==> config.mk <==
export PLATFORM = sky130hd
export DESIGN_NAME = payload_aligner
export DESIGN_NICKNAME = d
export VERILOG_FILES = /design/src/rtl/packet_pkg.sv /design/src/rtl/payload_aligner_pkg.sv /design/src/rtl/payload_aligner_out_fifo.sv /design/src/rtl/payload_aligner.sv
export SDC_FILE = /design/constraint.sdc
export NUM_CORES = 1
export LEC_CHECK = 0
export CAP_MARGIN = 25
export CORE_MARGIN = 2
export CORE_UTILIZATION = 45
export DETAILED_ROUTE_END_ITERATION = 7
export PLACE_DENSITY = 0.64
export SLEW_MARGIN = 20
export SYNTH_ARGS = -nofsm -noshare
export SYNTH_HDL_FRONTEND = slang
export SYNTH_SLANG_ARGS = --single-unit
export TNS_END_PERCENT = 20
==> constraint.sdc <==
create_clock -name iClk -period 5.4 [get_ports iClk]
set_input_delay 1.62 -clock iClk [delete_from_list [all_inputs] [get_ports iClk]]
set_output_delay 1.62 -clock iClk [all_outputs]
set_load 0.1 [all_outputs]
==> src/rtl/packet_pkg.sv <==
// Shared packet-bus constants for the ingress side.
package packet_pkg;
  localparam int packet_width_bits = 64;
endpackage

==> src/rtl/payload_aligner_pkg.sv <==
// Types and constants shared by the payload aligner and its output buffer.
package payload_aligner_pkg;
  localparam int packet_width_bits = packet_pkg::packet_width_bits;
  localparam int packet_width_bytes = packet_width_bits / 8;
  localparam int byte_enable_width_bits = 4;
  localparam int header_bytes = 6;
  localparam int out_fifo_depth = 4;

  localparam logic [byte_enable_width_bits-1:0] be_full =
    byte_enable_width_bits'(packet_width_bytes);
  localparam logic [byte_enable_width_bits-1:0] be_hdr =
    byte_enable_width_bits'(header_bytes);
  localparam logic [byte_enable_width_bits-1:0] be_carry =
    byte_enable_width_bits'(packet_width_bytes - header_bytes);

  typedef struct packed {
    logic [15:0] header_a;
    logic [15:0] header_b;
    logic [15:0] header_c;
  } headers_t;

  typedef struct packed {
    logic [packet_width_bits-1:0] payload;
    headers_t headers;
    logic sop;
    logic eop;
    logic [byte_enable_width_bits-1:0] be;
  } beat_t;

  // Keeps the n leading bytes (byte 0 in the MSBs); n=8 keeps all.
  function automatic logic [packet_width_bits-1:0] lead_mask(
    input logic [byte_enable_width_bits-1:0] n
  );
    logic [packet_width_bits-1:0] ones;
    ones = '1;
    lead_mask = ~(ones >> {n, 3'b000});
  endfunction
endpackage

==> src/rtl/payload_aligner_out_fifo.sv <==
// Output beat buffer: up to two writes and exactly one read per cycle.
// The head is read whenever the buffer is non-empty.
module aligner_out_fifo
  import payload_aligner_pkg::*;
(
  input  logic  iClk,
  input  logic  iReset,
  input  logic  i_wr0,
  input  logic  i_wr1,
  input  beat_t i_beat0,
  input  beat_t i_beat1,
  output logic  o_valid,
  output beat_t o_head
);
  localparam int AW = $clog2(out_fifo_depth);

  beat_t r_mem [out_fifo_depth];
  logic [AW-1:0] r_wptr;
  logic [AW-1:0] r_rptr;
  logic [AW:0] r_count;
  logic [AW:0] w_nwr;
  logic w_rd;

  assign w_rd = (r_count != '0);
  assign w_nwr = (AW+1)'(i_wr0) + (AW+1)'(i_wr1);
  assign o_valid = w_rd;
  assign o_head = r_mem[r_rptr];

  always_ff @(posedge iClk or negedge iReset) begin
    if (!iReset) begin
      r_wptr <= '0;
      r_rptr <= '0;
      r_count <= '0;
      for (int i = 0; i < out_fifo_depth; i++) begin
        r_mem[i] <= '0;
      end
    end else begin
      if (i_wr0) r_mem[r_wptr] <= i_beat0;
      if (i_wr1) r_mem[r_wptr + AW'(1)] <= i_beat1;
      r_wptr <= r_wptr + w_nwr[AW-1:0];
      r_rptr <= r_rptr + AW'(w_rd);
      r_count <= r_count + w_nwr - (AW+1)'(w_rd);
    end
  end
endmodule

==> src/rtl/payload_aligner.sv <==
// Strips the 6-byte header from a 64-bit packet stream and realigns
// the payload to lane 0, tagging every beat with the packet headers.
module payload_aligner
  import payload_aligner_pkg::*;
(
  input  logic        iClk,
  input  logic        iReset,
  input  logic        iValid,
  input  logic [63:0] iPacket,
  input  logic        iSop,
  input  logic        iEop,
  input  logic [3:0]  iByte_enable,
  output logic [63:0] oPayload,
  output logic        oPayload_valid,
  output logic [47:0] oHeaders,
  output logic        oSop,
  output logic        oEop,
  output logic [3:0]  oByte_enable
);
  logic r_s_valid;
  logic [packet_width_bits-1:0] r_s_pkt;
  logic r_s_sop;
  logic r_s_eop;
  logic [3:0] r_s_be;

  logic r_open;
  logic r_first;
  logic [15:0] r_carry;
  headers_t r_hdr;

  logic w_open_nx;
  logic w_first_nx;
  logic [15:0] w_carry_nx;
  headers_t w_hdr_nx;

  logic [packet_width_bits-1:0] w_aligned;
  logic [packet_width_bits-1:0] w_tail;
  headers_t w_sop_hdr;
  logic [3:0] w_sop_be;
  logic [3:0] w_last_be;
  logic [3:0] w_flush_be;
  logic w_short;
  logic w_take_sop;
  logic w_take_mid;

  logic w_wr0;
  logic w_wr1;
  beat_t w_beat0;
  beat_t w_beat1;
  logic w_head_valid;
  beat_t w_head;

  // Input stage register gives the one-cycle ingress latency.
  always_ff @(posedge iClk or negedge iReset) begin
    if (!iReset) begin
      r_s_valid <= 1'b0;
      r_s_pkt <= '0;
      r_s_sop <= 1'b0;
      r_s_eop <= 1'b0;
      r_s_be <= '0;
    end else begin
      r_s_valid <= iValid;
      r_s_pkt <= iPacket;
      r_s_sop <= iSop;
      r_s_eop <= iEop;
      r_s_be <= (iByte_enable > be_full) ? be_full : iByte_enable;
    end
  end

  assign w_aligned = {r_carry, r_s_pkt[63:16]};
  assign w_tail = {r_s_pkt[15:0], 48'h0};
  assign w_sop_hdr = r_s_pkt[63:16];
  assign w_sop_be = (r_s_be > be_hdr) ? r_s_be - be_hdr : '0;
  assign w_flush_be = r_s_be - be_hdr;
  assign w_last_be = r_s_be + be_carry;
  assign w_short = (r_s_be <= be_hdr);
  // A sop always wins, which also aborts any open packet.
  assign w_take_sop = r_s_valid & r_s_sop;
  assign w_take_mid = r_s_valid & ~r_s_sop & r_open;

  always_comb begin
    w_open_nx = r_open;
    w_first_nx = r_first;
    w_carry_nx = r_carry;
    w_hdr_nx = r_hdr;
    w_wr0 = 1'b0;
    w_wr1 = 1'b0;
    w_beat0 = '0;
    w_beat1 = '0;
    unique case (1'b1)
      w_take_sop: begin
        w_hdr_nx = w_sop_hdr;
        w_carry_nx = r_s_pkt[15:0];
        w_open_nx = ~r_s_eop;
        w_first_nx = ~r_s_eop;
        if (r_s_eop) begin
          w_wr0 = 1'b1;
          w_beat0.payload = w_tail & lead_mask(w_sop_be);
          w_beat0.headers = w_sop_hdr;
          w_beat0.sop = 1'b1;
          w_beat0.eop = 1'b1;
          w_beat0.be = w_sop_be;
        end
      end
      w_take_mid: begin
        w_carry_nx = r_s_pkt[15:0];
        w_first_nx = 1'b0;
        w_open_nx = ~r_s_eop;
        w_wr0 = 1'b1;
        w_beat0.payload = w_aligned;
        w_beat0.headers = r_hdr;
        w_beat0.sop = r_first;
        w_beat0.be = be_full;
        if (r_s_eop && w_short) begin
          w_beat0.eop = 1'b1;
          w_beat0.be = w_last_be;
          w_beat0.payload = w_aligned & lead_mask(w_last_be);
        end
        if (r_s_eop && !w_short) begin
          w_wr1 = 1'b1;
          w_beat1.payload = w_tail & lead_mask(w_flush_be);
          w_beat1.headers = r_hdr;
          w_beat1.eop = 1'b1;
          w_beat1.be = w_flush_be;
        end
      end
      default: ;
    endcase
  end

  always_ff @(posedge iClk or negedge iReset) begin
    if (!iReset) begin
      r_open <= 1'b0;
      r_first <= 1'b0;
      r_carry <= '0;
      r_hdr <= '0;
    end else begin
      r_open <= w_open_nx;
      r_first <= w_first_nx;
      r_carry <= w_carry_nx;
      r_hdr <= w_hdr_nx;
    end
  end

  aligner_out_fifo u_fifo (
    .iClk    (iClk),
    .iReset  (iReset),
    .i_wr0   (w_wr0),
    .i_wr1   (w_wr1),
    .i_beat0 (w_beat0),
    .i_beat1 (w_beat1),
    .o_valid (w_head_valid),
    .o_head  (w_head)
  );

  assign oPayload_valid = w_head_valid;
  assign oPayload = w_head_valid ? w_head.payload : '0;
  assign oHeaders = w_head_valid ? w_head.headers : '0;
  assign oSop = w_head_valid & w_head.sop;
  assign oEop = w_head_valid & w_head.eop;
  assign oByte_enable = w_head_valid ? w_head.be : '0;
endmodule

==> results of run 1 <==
## how the worst min path moves through the flow
stage | startpoint | end | slack, ns | cells past startpoint
after floorplan | u_fifo.r_count[2]$_DFF_PN0_ | u_fifo.r_count[2]$_DFF_PN0_ | 0.44 | 1
after global placement | u_fifo.r_count[2]$_DFF_PN0_ | u_fifo.r_count[2]$_DFF_PN0_ | 0.46 | 1
after detailed placement | u_fifo.r_count[2]$_DFF_PN0_ | u_fifo.r_count[2]$_DFF_PN0_ | 0.47 | 1
after CTS | u_fifo.r_count[2]$_DFF_PN0_ | u_fifo.r_count[2]$_DFF_PN0_ | 0.48 | 1
after global routing | u_fifo.r_count[2]$_DFF_PN0_ | u_fifo.r_count[2]$_DFF_PN0_ | 0.49 | 1
final | u_fifo.r_count[2]$_DFF_PN0_ | u_fifo.r_count[2]$_DFF_PN0_ | 0.48 | 1
## state kept, by name (all words and copies together) (netlist names)
signal / flops
u_fifo.r_mem: 472
r_s_pkt: 64
r_hdr: 48
r_carry: 16
r_s_be: 4
u_fifo.r_count: 3
u_fifo.r_rptr: 2
u_fifo.r_wptr: 2
r_first: 1
r_open: 1
r_s_eop: 1
r_s_sop: 1
r_s_valid: 1
## where the power goes
| part | total (mW) | switching [mW] | leakage (nW) | internal, mW |
|---|---|---|---|---|
| clock network | 4.98 | 1.97 | 1.19 | 3.00 |
| logic | 9.86 | 6.66 | 4.99 | 3.19 |
| registers | 7.32 | 1.16 | 8.02 | 6.17 |
| total | 22.2 | 9.79 | 14.2 | 12.4 |
## routing by layer
layer | global-route usage (%) | wire, um | vias up
met5 | 0 | 0 | -
met4 | 9.20 | 2150 | 0
met3 | 5.00 | 7060 | 139
met2 | 44.2 | 43800 | 1124
met1 | 36.4 | 36800 | 11410
li1 | - | - | 9546
## worst max-delay path, cell delays in order, from the launching register on
cell             delay [ns]
dfrtp_4                0.96
mux4_2                 0.65
and2_1                 0.19
clkdlybuf4s50_1        0.96
## kinds of logic (layout without fill, tap and decap cells)
family                     Yosys count  after routing  synth area share, %
buffers and inverters              238            382                 3.56
other                                0              2                    0
adders and majority gates           10             10                0.453
muxes                              379            379                 18.3
DFF                                616            616                 52.7
and+or+nand+nor                    707            707                 11.1
AOI/OAI and AO/OA                  592            592                 13.8
xor gates and xnor gates             7              7                0.209
## cell usage in the layout (no fill, tap or decap), types with 75 or more instances in the layout
cell	instances
a21oi_1	75
a22oi_1	96
and2_1	118
buf_4	134
clkdlybuf4s50_1	97
dfrtp_1	614
mux2i_1	197
mux4_2	118
nand2_1	268
nand3_1	82
nor2_1	176
o21ai_0	212
## stage by stage
stage | setup WS (ns) | hold WS, ns | total power, mW
global route | 0.277 | 0.495 | 23.1
global placement | 1.00 | 0.463 | 17.0
finish | 0.379 | 0.479 | 22.2
detailed placement | 1.01 | 0.469 | 17.2
floorplan | 1.17 | 0.440 | 14.6
CTS | 0.333 | 0.482 | 22.2
## layout make-up
class / instances / area (sq um) / share of cell area (%)
Sequential cell: 616 / 15400 / 45.1
Multi-Input combinational cell: 1695 / 13000 / 37.9
Timing Repair Buffer: 247 / 2290 / 6.71
Clock buffer: 104 / 2150 / 6.30
Tap cell: 855 / 1070 / 3.13
Clock inverter: 21 / 264 / 0.772
Inverter: 10 / 37.5 / 0.110
Antenna cell: 2 / 5.00 / 0.0146
==> flow_summary_export.csv, run 1 <==
group,metric,value,unit
drt,avgViaCountPerCell,6.26,
finish,drive_above_1_share,18.0,%
synthesis,syn_inst,2549,
sta,setup_tns,0,ns
power_and_ir_drop,irDropWorstVdd,0.000520,V
synthesis,syn-cell-area,29300,sq um
hold_path,hold_path_class,"flop to flop",
die,start_util,45.5,%
sta,skew,0.0367,ns
synthesis,yosysTopAreaCell,"dfrtp_1",
clock_network,cts_tree,"yes",
sta,setup_viol,0,
setup_path,regToRegSetupSlack,1.74,ns
setup_path,path_class,"flop to primary output",
setup_path,critPathMaxFanout,37,
placed_design,hpwlAfterDp,50200,um
global_routing,grt_pass1_wl,140000,um
synthesis,synth_fp_nets,2632,
finish,stdcell_count,3550,
power_and_ir_drop,power_density,648,nW/um^2
finish,fin_util,53.1,%
global_routing,grt_start_max_net_pins,149,
synthesis,yosysWarningCount,0,
clock_network,path_clk_slew,0.06,ns
die,die_h,259,um
setup_path,worstPathRequired,3.78,ns
global_routing,grt_pass1_vias,23445,
run_status,status,"finished clean",
setup_path,reg2reg_from,"r_s_be[1]$_DFF_PN0_",
flow_run,cap_viol_max_count,0,
sta,drv_slew,0,
drt,drt-initial-drc-count,2263,
sta,post-route-period-util,93.0,%
synthesis,synth_most_common_cell,"dfrtp_1",
setup_path,crit_path_start_kind,"flop",
clock_network,cts_max_level,3,
setup_path,r2r_end,"u_fifo.r_mem[230]$_DFF_PN0_",
sta,hold_viol_final,0,
synthesis,synth.distinct_cells,52,
finish,n_fill_cell,5501,
synthesis,ys_seq_area_share,52.7,%
synthesis,synth_area_per_cell,11.5,sq um
sta,fmax,199,MHz
clock_network,clock_latency,0.63,ns
setup_path,endpoint,"oPayload[46]",
clock_network,cts-buffers-inserted,70,
synthesis,synth_top_area_share,52.7,%
global_routing,grt_use_total,27.0,%
synthesis,ys_top_cells_by_count,"dfrtp_1 (616), nand2_1 (269), o21ai_0 (212)",
sta,rsz0062_at_grt,"no",
finish,final_nets,2723,
drt,drc_errors,0,
clock_network,postCtsResizedCells,0,
drt,dr.pass1.iters,6,
drt,num_vias,22219,
synthesis,ys_async_sr_fraction,100,%
clock_network,cts_setup_buffers,0,
sta,slew_headroom,24.2,%
synthesis,synth_flop_cell,"dfrtp_1",
placed_design,portBuffers,191,
clock_network,holdBufCountCts,0,
global_routing,antenna_found_initial,1,
power_and_ir_drop,leakagePower,14.2,nW
finish,area_delta_synth_final,16.9,%
placed_design,gp_congestion,0.815,
sta,worst_pin_slew,1.13,ns
die,die_area,67100,sq um
synthesis,synth-seq-cells,616,
placed_design,dp.cells,3422,
drt,wl,89700,um
setup_path,arrival,3.40,ns
die,die_w,259,um
finish,final_cell_area,34200,sq um
drt,wl_per_cell,25.3,um
synthesis,netlist_top_cells_area,"dfrtp_1 (53%), mux4_2 (9.1%), mux2i_1 (6.7%)",
drt,ant_nets,0,
placed_design,placed_area,31700,sq um
setup_path,critPathCaptureType,"primary output",
global_routing,grt-ovfl-total,0,
setup_path,reg2reg_depth,6,
setup_path,cp-startpoint,"u_fifo.r_rptr[1]$_DFF_PN0_",
die,core_area,64300,sq um
synthesis,synth-edff-count,0,
clock_network,cts_sinks,616,
sta,final.min_clock_period,5.02,ns
die,rows,93,
clock_network,ctsRootBufferMaster,"clkbuf_16",
clock_network,clockBufferDepth,3,
die,pin_count,192,
(Power assumes the default switching activity.)
==> run 2, diff against run 1 <==
Settings changed: CORE_UTILIZATION 45 to 62, PLACE_DENSITY 0.64 to 0.84, REMOVE_ABC_BUFFERS from default to 1.
==> flow_summary_export.csv, run 2 (synthesized netlist as in run 1, its figures left out) <==
group,metric,value,unit
drt,avgViaCountPerCell,6.94,
power_and_ir_drop,total_power,21.6,mW
finish,top_regs,"u_fifo.r_mem (472), r_s_pkt (64), r_hdr (48)",
sta,drv_slew,0,
drt,dr.pass1.iters,6,
global_routing,grt-ovfl-total,0,
setup_path,critPathBufInv,2,
drt,wl,83800,um
drt,num_vias,22825,
die,rows,79,
die,core_area,46600,sq um
power_and_ir_drop,pwr-share-comb,45.6,%
power_and_ir_drop,p_int,12.0,mW
clock_network,cts-buffers-inserted,61,
power_and_ir_drop,leakagePower,14.1,nW
drt,drc_errors,0,
die,pin_count,192,
setup_path,crit_family,"buffers and inverters",
finish,area_delta_synth_final,14.7,%
hold_path,hold_path_class,"flop to flop",
finish,largest_register_ffs,472,
finish,diodes,0,
clock_network,holdBufCountCts,0,
sta,skew,0.0223,ns
setup_path,crit_path_top_delay_cell,"buf_4",
power_and_ir_drop,p_sw_share,44.6,%
drt,drt-initial-drc-count,2887,
global_routing,grt_pass1_vias,23521,
setup_path,critPathMaxStageDelay,0.86,ns
global_routing,antenna_found_initial,5,
sta,setup_tns,0,ns
setup_path,crit_top_cell,"buf_4",
sta,hold_viol_final,0,
sta,worst_pin_slew,1.08,ns
sta,fmax,205,MHz
global_routing,grt_start_max_net_pins,149,
sta,post-route-period-util,90.3,%
setup_path,critPathCaptureType,"primary output",
clock_network,cts_max_level,2,
setup_path,worstPathRequired,3.78,ns
setup_path,crit_path_start_kind,"flop",
setup_path,crit_chain,"buf_4, mux4_2, and2_1, buf_4",
setup_path,cp-startpoint,"u_fifo.r_rptr[1]$_DFF_PN0_",
clock_network,cts_tree,"yes",
finish,drive_above_1_share,18.2,%
finish,n_fill_cell,2985,
setup_path,arrival,3.26,ns
clock_network,path_clk_slew,0.06,ns
drt,ant_nets,0,
power_and_ir_drop,power_frac_seq,33.6,%
finish,layout_common_cells,"dfrtp_1 (614), nand2_1 (268), o21ai_0 (212), mux2i_1 (197), nor2_1 (179)",
setup_path,reg2reg_from,"r_s_be[1]$_DFF_PN0_",
drt,wl_per_cell,25.5,um
placed_design,gp_congestion,0.826,
die,die_area,49000,sq um
placed_design,portBuffers,191,
global_routing,grt_use_total,34.1,%
clock_network,ctsRootBufferMaster,"clkbuf_16",
sta,rsz0062_at_grt,"no",
flow_run,cap_viol_max_count,0,
power_and_ir_drop,power_switching,9.65,mW
power_and_ir_drop,clockPowerShare,20.7,%
global_routing,grt_pass1_wl,132000,um
power_and_ir_drop,irDropWorstVdd,0.000766,V
die,start_util,62.9,%
run_status,status,"finished clean",
sta,setup_viol,0,
clock_network,postCtsResizedCells,0,
clock_network,cts_sinks,616,
finish,largest-register,"u_fifo.r_mem",
die,die_h,221,um
sta,slew_headroom,28.1,%
hold_path,min_from,"u_fifo.r_count[2]$_DFF_PN0_",
placed_design,hpwlAfterDp,47600,um
clock_network,clock_latency,0.64,ns
finish,final_common_cell,"dfrtp_1",
setup_path,critPathMaxFanout,52,
power_and_ir_drop,power_density,645,nW/um^2
sta,final.min_clock_period,4.88,ns
clock_network,cts_setup_buffers,0,
die,die_w,221,um
clock_network,clockBufferDepth,3,
finish,final_nets,2716,
setup_path,path_class,"flop to primary output",
==> run 2: final cells by class <==
class | instances | area, sq um | area share (%)
clock inverters | 23 | 283 | 0.842
well taps | 607 | 759 | 2.26
inverters | 10 | 37.5 | 0.112
flip-flops and latches | 616 | 15400 | 45.9
clock buffers | 88 | 1840 | 5.48
repair buffers | 249 | 2280 | 6.78
multi-input cells | 1695 | 12900 | 38.6
==> run 2: power groups by stage <==
stage / Clock (mW) / Sequential, mW / Combinational, mW
2_1_floorplan: 0 / 7.14 / 7.64
3_3_place_gp: 0 / 7.17 / 9.62
3_5_place_dp: 0 / 7.27 / 9.83
4_1_cts: 4.50 / 7.22 / 9.88
5_1_grt: 4.72 / 7.41 / 10.3
6_report: 4.49 / 7.28 / 9.87
==> run 2: path summary, 6_finish.rpt <==
check,endpoint,slack [ns],cells past startpoint
setup / recovery,oPayload[47],0.52,4
hold / removal,u_fifo.r_count[2]$_DFF_PN0_,0.49,1
setup reg to reg,u_fifo.r_mem[353]$_DFF_PN0_,1.73,6
hold reg to reg,u_fifo.r_count[2]$_DFF_PN0_,0.49,1
max in group asynchronous,u_fifo.r_mem[8]$_DFF_PN0_,3.05,2
min in group asynchronous,r_s_pkt[42]$_DFF_PN0_,1.07,1
==> run 2: metal layers <==
metal	track usage [%]	routed length (um)	vias up
met2	53.3	40000	1504
met5	0	52	-
met3	8.07	8750	273
met1	45.3	31500	11529
li1	-	-	9511
met4	16.5	3490	8
==> run 2: stage by stage <==
step	cell area [sq um]	cells	utilization, %	hold slack, ns	worst slack [ns]
after global placement	31300	3173	67.3	0.463	1.22
after global routing	33600	3288	72.1	0.511	0.445
after CTS	33600	3288	72.1	0.483	0.528
after detailed placement	31400	3177	67.5	0.471	1.22
final	33600	3288	72.1	0.487	0.525
after floorplan	28300	2321	-	0.440	-4.04
